`src/rtl/mem_bist_pkg.sv`:
```
// Shared definitions for the March C- memory BIST: FSM/phase encodings and per-element descriptors.
// Pure declarations; no latency or flow-control of its own.
package mem_bist_pkg;

    typedef enum logic [1:0] {ST_IDLE, ST_RUN, ST_DONE} state_t;
    typedef enum logic [1:0] {PH_RD, PH_RW, PH_WR} phase_t;

    localparam int NUM_ELEM = 6;

    localparam logic [2:0] M0 = 3'd0;
    localparam logic [2:0] M1 = 3'd1;
    localparam logic [2:0] M2 = 3'd2;
    localparam logic [2:0] M3 = 3'd3;
    localparam logic [2:0] M4 = 3'd4;
    localparam logic [2:0] M5 = 3'd5;

    typedef struct packed {
        logic down;
        logic rd_inv;
        logic wr_inv;
        logic has_rd;
        logic has_wr;
    } elem_desc_t;

    function automatic elem_desc_t elem_desc(input logic [2:0] e);
        elem_desc_t d;
        d = '0;
        case (e)
            M0: d = '{down: 1'b0, rd_inv: 1'b0, wr_inv: 1'b0, has_rd: 1'b0, has_wr: 1'b1};
            M1: d = '{down: 1'b0, rd_inv: 1'b0, wr_inv: 1'b1, has_rd: 1'b1, has_wr: 1'b1};
            M2: d = '{down: 1'b0, rd_inv: 1'b1, wr_inv: 1'b0, has_rd: 1'b1, has_wr: 1'b1};
            M3: d = '{down: 1'b1, rd_inv: 1'b0, wr_inv: 1'b1, has_rd: 1'b1, has_wr: 1'b1};
            M4: d = '{down: 1'b1, rd_inv: 1'b1, wr_inv: 1'b0, has_rd: 1'b1, has_wr: 1'b1};
            M5: d = '{down: 1'b1, rd_inv: 1'b0, wr_inv: 1'b0, has_rd: 1'b1, has_wr: 1'b0};
            default: d = '0;
        endcase
        return d;
    endfunction

endpackage

```
`src/rtl/mem_march_bist_if.sv`:
```
// RAM-side bus of the BIST engine: the engine is master, the RAM instance is slave.
// No flow control: one op per cycle, read data returned after the RAM's fixed latency.
interface mem_march_bist_if #(
    parameter int ADDR_W = 15,
    parameter int DATA_W = 16
);
    logic [ADDR_W-1:0] mem_addr;
    logic [DATA_W-1:0] mem_wdata;
    logic              mem_we;
    logic [DATA_W-1:0] mem_rdata;

    modport master (output mem_addr, output mem_wdata, output mem_we, input mem_rdata);
    modport slave  (input mem_addr, input mem_wdata, input mem_we, output mem_rdata);
endinterface

```
`src/rtl/march_addr_gen.sv`:
```
// March sequencer: address counter, element advance and read/read-wait/write op phasing.
// One phase step per enabled cycle; rd_cmp_o marks the final cycle of a read op, last_o the final op.
module march_addr_gen
    import mem_bist_pkg::*;
#(
    parameter int ADDR_W   = 15,
    parameter int READ_LAT = 0
) (
    input  logic              clk,
    input  logic              rst,
    input  logic              init_i,
    input  logic              en_i,
    output logic [ADDR_W-1:0] addr_o,
    output logic [2:0]        elem_o,
    output phase_t            phase_o,
    output logic              rd_cmp_o,
    output logic              last_o
);
    localparam logic [2:0] LAST_ELEM = 3'(NUM_ELEM - 1);

    logic [ADDR_W-1:0] addr_q, addr_d;
    logic [2:0]        elem_q, elem_d;
    phase_t            phase_q, phase_d;
    logic              cur_down, cur_has_rd, cur_has_wr, nxt_down, nxt_has_rd;
    logic              tc, rd_end, addr_step;

    always_comb begin
        cur_down   = elem_desc(elem_q).down;
        cur_has_rd = elem_desc(elem_q).has_rd;
        cur_has_wr = elem_desc(elem_q).has_wr;
        nxt_down   = elem_desc(elem_q + 3'd1).down;
        nxt_has_rd = elem_desc(elem_q + 3'd1).has_rd;
        tc         = cur_down ? (addr_q == '0) : (addr_q == '1);
        rd_end     = (phase_q == PH_RW) || ((phase_q == PH_RD) && (READ_LAT == 0));
        addr_step  = (phase_q == PH_WR) || (rd_end && !cur_has_wr);
        last_o     = addr_step && tc && (elem_q == LAST_ELEM);
        rd_cmp_o   = rd_end;

        addr_d  = addr_q;
        elem_d  = elem_q;
        phase_d = phase_q;
        if (init_i) begin
            // M0 is write-only and ascending
            addr_d  = '0;
            elem_d  = M0;
            phase_d = PH_WR;
        end else if (en_i) begin
            if ((phase_q == PH_RD) && (READ_LAT != 0)) begin
                phase_d = PH_RW;
            end else if (rd_end && cur_has_wr) begin
                phase_d = PH_WR;
            end else if (addr_step) begin
                if (!tc) begin
                    addr_d  = cur_down ? (addr_q - 1'b1) : (addr_q + 1'b1);
                    phase_d = cur_has_rd ? PH_RD : PH_WR;
                end else if (elem_q != LAST_ELEM) begin
                    elem_d  = elem_q + 3'd1;
                    addr_d  = nxt_down ? '1 : '0;
                    phase_d = nxt_has_rd ? PH_RD : PH_WR;
                end
            end
        end
    end

    always_ff @(posedge clk or posedge rst) begin
        if (rst) begin
            addr_q  <= '0;
            elem_q  <= M0;
            phase_q <= PH_WR;
        end else begin
            addr_q  <= addr_d;
            elem_q  <= elem_d;
            phase_q <= phase_d;
        end
    end

    assign addr_o  = addr_q;
    assign elem_o  = elem_q;
    assign phase_o = phase_q;
endmodule

```
`src/rtl/mem_march_bist.sv`:
```
// March C- memory BIST top: run control, pattern generation, compare, error count and first-fail capture.
// Test takes DEPTH*(10+5*READ_LAT) cycles after start; start is ignored while running, no RAM backpressure.
module mem_march_bist
    import mem_bist_pkg::*;
#(
    parameter int ADDR_W       = 15,
    parameter int DATA_W       = 16,
    parameter int READ_LAT     = 0,
    parameter int CNT_W        = 8,
    parameter int STOP_ON_FAIL = 0
) (
    input  logic                   clk,
    input  logic                   rst,
    input  logic                   start,
    input  logic                   mode,
    mem_march_bist_if.master       ram,
    output logic                   busy,
    output logic                   finish,
    output logic                   error,
    output logic [CNT_W-1:0]       err_count,
    output logic [ADDR_W-1:0]      fail_addr,
    output logic [DATA_W-1:0]      fail_exp,
    output logic [DATA_W-1:0]      fail_act,
    output logic [2:0]             fail_elem
);
    state_t            state_q, state_d;
    logic              mode_q;
    logic [ADDR_W-1:0] addr;
    logic [2:0]        elem;
    phase_t            phase;
    logic              rd_cmp, last, run, accept, inv, mismatch;
    logic [DATA_W-1:0] bg, pattern;

    assign run    = (state_q == ST_RUN);
    assign accept = !run && start;

    march_addr_gen #(.ADDR_W(ADDR_W), .READ_LAT(READ_LAT)) u_gen (
        .clk      (clk),
        .rst      (rst),
        .init_i   (accept),
        .en_i     (run),
        .addr_o   (addr),
        .elem_o   (elem),
        .phase_o  (phase),
        .rd_cmp_o (rd_cmp),
        .last_o   (last)
    );

    // Checkerboard: even addresses get 1s on odd bits, odd addresses the reverse
    always_comb begin
        bg = '0;
        for (int i = 0; i < DATA_W; i++) begin
            bg[i] = mode_q & (((i % 2) == 1) ^ addr[0]);
        end
        inv      = (phase == PH_WR) ? elem_desc(elem).wr_inv : elem_desc(elem).rd_inv;
        pattern  = bg ^ {DATA_W{inv}};
        mismatch = run && rd_cmp && (ram.mem_rdata != pattern);
    end

    always_comb begin
        state_d = state_q;
        case (state_q)
            ST_IDLE, ST_DONE: if (start) state_d = ST_RUN;
            ST_RUN: if (last || ((STOP_ON_FAIL != 0) && mismatch)) state_d = ST_DONE;
            default: state_d = ST_IDLE;
        endcase
        busy          = run;
        finish        = (state_q == ST_DONE);
        ram.mem_we    = run && (phase == PH_WR);
        ram.mem_addr  = addr;
        ram.mem_wdata = run ? pattern : '0;
    end

    always_ff @(posedge clk or posedge rst) begin
        if (rst) begin
            state_q <= ST_IDLE;
            mode_q  <= 1'b0;
        end else begin
            state_q <= state_d;
            if (accept) mode_q <= mode;
        end
    end

    always_ff @(posedge clk or posedge rst) begin
        if (rst) begin
            error     <= 1'b0;
            err_count <= '0;
            fail_addr <= '0;
            fail_exp  <= '0;
            fail_act  <= '0;
            fail_elem <= '0;
        end else if (accept) begin
            error     <= 1'b0;
            err_count <= '0;
            fail_addr <= '0;
            fail_exp  <= '0;
            fail_act  <= '0;
            fail_elem <= '0;
        end else if (mismatch) begin
            error <= 1'b1;
            if (err_count != {CNT_W{1'b1}}) err_count <= err_count + 1'b1;
            if (!error) begin
                fail_addr <= addr;
                fail_exp  <= pattern;
                fail_act  <= ram.mem_rdata;
                fail_elem <= elem;
            end
        end
    end
endmodule

```
`src/flat_wrapper.sv`:
```
// flat-port wrapper written by rule: the top's interface ports become plain ports
module mem_march_bist_flat import mem_bist_pkg::*;
#(
    parameter int ADDR_W       = 15,
    parameter int DATA_W       = 16,
    parameter int READ_LAT     = 0,
    parameter int CNT_W        = 8,
    parameter int STOP_ON_FAIL = 0
)
  (clk, rst, start, mode, busy, finish, error, err_count, fail_addr, fail_exp, fail_act, fail_elem, ram_mem_addr, ram_mem_wdata, ram_mem_we, ram_mem_rdata);
  mem_march_bist_if #(.ADDR_W(ADDR_W), .DATA_W(DATA_W)) ram_i ();
  input  logic clk;
  input  logic rst;
  input  logic start;
  input  logic mode;
  output logic busy;
  output logic finish;
  output logic error;
  output logic [CNT_W-1:0] err_count;
  output logic [ADDR_W-1:0] fail_addr;
  output logic [DATA_W-1:0] fail_exp;
  output logic [DATA_W-1:0] fail_act;
  output logic [2:0] fail_elem;
  output wire logic [$bits(ram_i.mem_addr)-1:0] ram_mem_addr;
  output wire logic [$bits(ram_i.mem_wdata)-1:0] ram_mem_wdata;
  output wire logic [$bits(ram_i.mem_we)-1:0] ram_mem_we;
  input wire logic [$bits(ram_i.mem_rdata)-1:0] ram_mem_rdata;
  assign ram_mem_addr = ram_i.mem_addr;
  assign ram_mem_wdata = ram_i.mem_wdata;
  assign ram_mem_we = ram_i.mem_we;
  assign ram_i.mem_rdata = ram_mem_rdata;
  mem_march_bist #(.ADDR_W(ADDR_W), .DATA_W(DATA_W), .READ_LAT(READ_LAT), .CNT_W(CNT_W), .STOP_ON_FAIL(STOP_ON_FAIL)) u_core (.clk(clk), .rst(rst), .start(start), .mode(mode), .ram(ram_i), .busy(busy), .finish(finish), .error(error), .err_count(err_count), .fail_addr(fail_addr), .fail_exp(fail_exp), .fail_act(fail_act), .fail_elem(fail_elem));
endmodule
```
`config.mk`:
```
export PLATFORM = sky130hd
export DESIGN_NAME = mem_march_bist_flat
export DESIGN_NICKNAME = d
export VERILOG_FILES = /design/src/rtl/mem_bist_pkg.sv /design/src/rtl/mem_march_bist_if.sv /design/src/rtl/march_addr_gen.sv /design/src/rtl/mem_march_bist.sv /design/src/flat_wrapper.sv
export SDC_FILE = /design/constraint.sdc
export NUM_CORES = 1
export LEC_CHECK = 0
export ABC_AREA = 1
export ABC_CLOCK_PERIOD_IN_PS = 2100
export BUFFER_PORTS_ARGS = -buffer_cell sky130_fd_sc_hd__clkbuf_2
export CAP_MARGIN = 10
export CORE_UTILIZATION = 49
export DETAILED_ROUTE_END_ITERATION = 10
export PLACE_DENSITY = 0.81
export REMOVE_ABC_BUFFERS = 1
export SYNTH_ARGS = -nofsm -noshare
export SYNTH_HDL_FRONTEND = slang
export SYNTH_HIERARCHICAL = 1
export SYNTH_SLANG_ARGS = --single-unit
```
`constraint.sdc`:
```
create_clock -name clk -period 2.1 [get_ports clk]
set_input_delay 0 -clock clk [delete_from_list [all_inputs] [get_ports clk]]
set_output_delay 0 -clock clk [all_outputs]
set_load 0.01 [all_outputs]
```
==> impl_metrics.tcl <==
set metrics [dict create \
    cts-htree-levels 3 \
    design.die.area_sq_um 9870 \
    grt_pass1_vias 4719 \
    syn_avg_cell_area_sq_um 6.89 \
    synth_seq_area_share_pct 36.1 \
    clockBufferDepth 2 \
    worst_slack_ps -233 \
    vias_per_cell 5.59 \
    min_path_type "in -> async" \
    avgRoutedWirePerCell_um 16.7 \
    cp_max_fo 7 \
    violations "negative setup slack" \
    wl_met2_um 7670 \
    clock-root-buffer "clkbuf_8" \
    ys_types 35 \
    synth_area_leaders "dfrtp_1 36%, nand2_1 20%, nand3_1 8.8%" \
    crit_slowest_cell "dfrtp_2" \
    port_buffers 112 \
    core_sq_um 9200 \
    drv_slew 0 \
    worst_pin_slew_ps 756 \
    path_clk_slew_ps 80 \
    numCtsBuffers 9 \
    finalHoldViolCount 0 \
    multi_input_area_sq_um 2820 \
    nNetsFinal 872 \
    relSlewSlack_pct 49.6 \
    post-route-min-period_ps 2330 \
    cts_tree "done" \
    layout-drive-gt1-share_pct 36.0 \
    ys_warn_count 6 \
    setup_tns_ps -3730 \
    seq_area_sq_um 1680 \
    wl_met3_um 1390 \
    drc_errors 0 \
    wl_met1_um 6120 \
    netlist_instances 674 \
    initial_core_util_pct 50.5 \
    power.static_leakage_nw 3.73 \
    fmax_mhz 429 \
    num_vias 5298 \
    crit_chain "ha_4 > ha_4 > nand3b_4 > ha_1 > nand3_1 > nand2_4 > a21oi_2 > xor2_1 > nand2_1 > nand2_1 > nand2_1" \
    drtIter0Drc 472 \
    nFillCells 660 \
    yosys.area.top_type "dfrtp_1" \
    max_cap_violations 0 \
    synth_top_area_share_pct 35.6 \
    power_w 0.00508 \
    dieWidth_um 99.3 \
    skew_ps 8.46 \
    status "finished, violations left" \
    syn_area_sq_um 4640 \
    cpPeakStageDelay_ps 450 \
    dp_slack_ps -398 \
    finalSetupViolations 53 \
    num_antenna_cells 0 \
    grt_max_degree 52 \
    totalWireLength_um 15800 \
    post-route-period-util_pct 111 \
    gp_congestion 0.977 \
    area_growth_pct 40.5 \
    ys_ff_latch 67 \
    worst-path-buf-inv 0 \
    critical_path_class "reg -> reg" \
    vdd_drop_max_mv 0.433 \
    pin_count 113 \
    place_hpwl_um 9340 \
    powerDensity_nw_per_um2 779 \
    cp_top_family "adder cells" \
    worstPathRequired_ps 2340 \
    cp-start-kind "flip-flop" \
    gr-total-overflow 0 \
    antenna_found_initial 0 \
    grtUsageTotal_pct 28.5 \
    worstPathArrival_ps 2570 \
    drt_first_pass_iters 8 \
    grt_pass1_wl_um 22300 \
    insertion_delay_ps 350 \
    die_height_um 99.3 \
    std_cell_rows 35 \
    ant_nets 0 \
    cpMostUsedCell "nand2_1" \
    rsz0062_at_grt "yes" \
    end_kind "flip-flop" \
    top_layer "met4" \
    cts.sinks 67 \
]
synth_stat cells (all sizes together):
cell and n:
dfstp 1, conb 1, clkinv 2, nand2 258, inv 80, a31oi 1, dfrtp 66, o31ai 1
xnor2 5, ha 20, a211oi 1, or2 2, nand4 24, o21ai 4, nand3 83, a21oi 7
xor2 9, buf 37, nor2 60, clkbuf 5, nand3b 1, and3 1, and2 2, o22ai 2
fa 1
stage by stage:
step           hold WS, ps  utilization (%)  instance area (sq um)  std cells
6_report               237             70.9                   6520        947
3_3_place_gp          32.3             58.6                   5390        898
2_1_floorplan        -49.6                -                   4340        632
3_5_place_dp          38.9             58.6                   5390        898
5_1_grt                302             70.9                   6520        947
4_1_cts                220             67.1                   6170        938
registers in the layout (all words and copies together) (netlist names):
| register | cells |
|---|---|
| u_core/fail_elem | 3 |
| u_core/err_count | 8 |
| u_core/error | 1 |
| u_core/fail_exp | 2 |
| u_core/fail_act | 16 |
| u_core/u_gen/phase_o | 1 |
| u_core/u_gen/elem_o | 3 |
| u_core/state_q | 2 |
| u_core/fail_addr | 15 |
| u_core/mode_q | 1 |
| u_core/u_gen/addr_o | 15 |
report_power, final:
part	switching [W]	internal [W]
logic	0.00120	0.000829
registers	0.000283	0.00154
clock network	0.000547	0.000676
total	0.00203	0.00305
per-layer routing:
metal	vias to the layer above	global-route usage, %
met3	76	4.43
met2	353	50.1
met4	0	10.3
li1	2403	-
met1	2466	35.5
met5	-	0
cell type report:
type,count,share of cell area (%)
sequential,67,25.7
clock buffer,9,1.90
multi-input combinational,484,43.2
timing repair inverter,5,1.30
clock inverter,7,1.53
inverter,82,5.12
timing repair buffer,182,19.1
tap,111,2.13
worst register-to-register path: cells and delay by family (launching register included):
family	cells	cell delay, ps
adder cells (fa/ha/maj)	3	720
XOR/XNOR	1	160
flip-flops	1	450
AO/OA/AOI/OAI	1	180
AND/OR/NAND/NOR	6	700
cells by family (layout without fill, tap and decap cells):
kind of cell	after synthesis	after routing	share of synthesized area [%]
flops	67	67	36.1
compound gates	16	16	1.99
xor+xnor	14	14	2.64
fa+ha+maj	21	21	5.82
other cells	1	1	0.0808
simple gates	431	432	40.1
buf+inv	124	285	13.2
placed cells by master, fill, tap and decap left out, types with 3 or more instances in the layout:
cell and n:
a21oi_1 3, clkbuf_8 9, inv_2 14, nand2_1 211
nand4_1 24, buf_12 7, clkbuf_2 112, nor2_2 8
o21ai_0 3, dfrtp_1 65, nand3_2 8, dlygate4sd3_1 19
xnor2_2 3, inv_1 65, nand3_1 74, nand2_2 39
clkinv_4 3, nand2_4 8, xor2_1 9, buf_4 42
nor2_1 46, ha_1 4, nor2_4 6, a21oi_2 4
ha_4 14
timing repair:
item                                    CTS  global route
pin swaps                                31            32
hold buffers                             19             0
endpoints found under the setup margin   21            68
setup buffers                             4             3
hold endpoints to repair                 58             0
resized for setup                        64            65
gates cloned                              1             6
path summary, 6_finish.rpt:
kind,start,end,slack (ps),depth (start not counted)
worst min-delay path,rst,u_core/fail_addr[4]$_DFFE_PP0P_,240,3
max in group asynchronous,rst,u_core/u_gen/elem_o[0]$_DFFE_PP0P_,1210,3
worst min register to register,u_core/fail_addr[8]$_DFFE_PP0P_,u_core/fail_addr[8]$_DFFE_PP0P_,500,2
worst max-delay path,u_core/u_gen/elem_o[0]$_DFFE_PP0P_,u_core/u_gen/addr_o[7]$_DFFE_PP0P_,-230,11
min in group clk,start,u_core/state_q[1]$_DFFE_PP0P_,390,3
worst max register to register,u_core/u_gen/elem_o[0]$_DFFE_PP0P_,u_core/u_gen/addr_o[7]$_DFFE_PP0P_,-230,11
No activity file was read; power rests on OpenSTA's default activity.
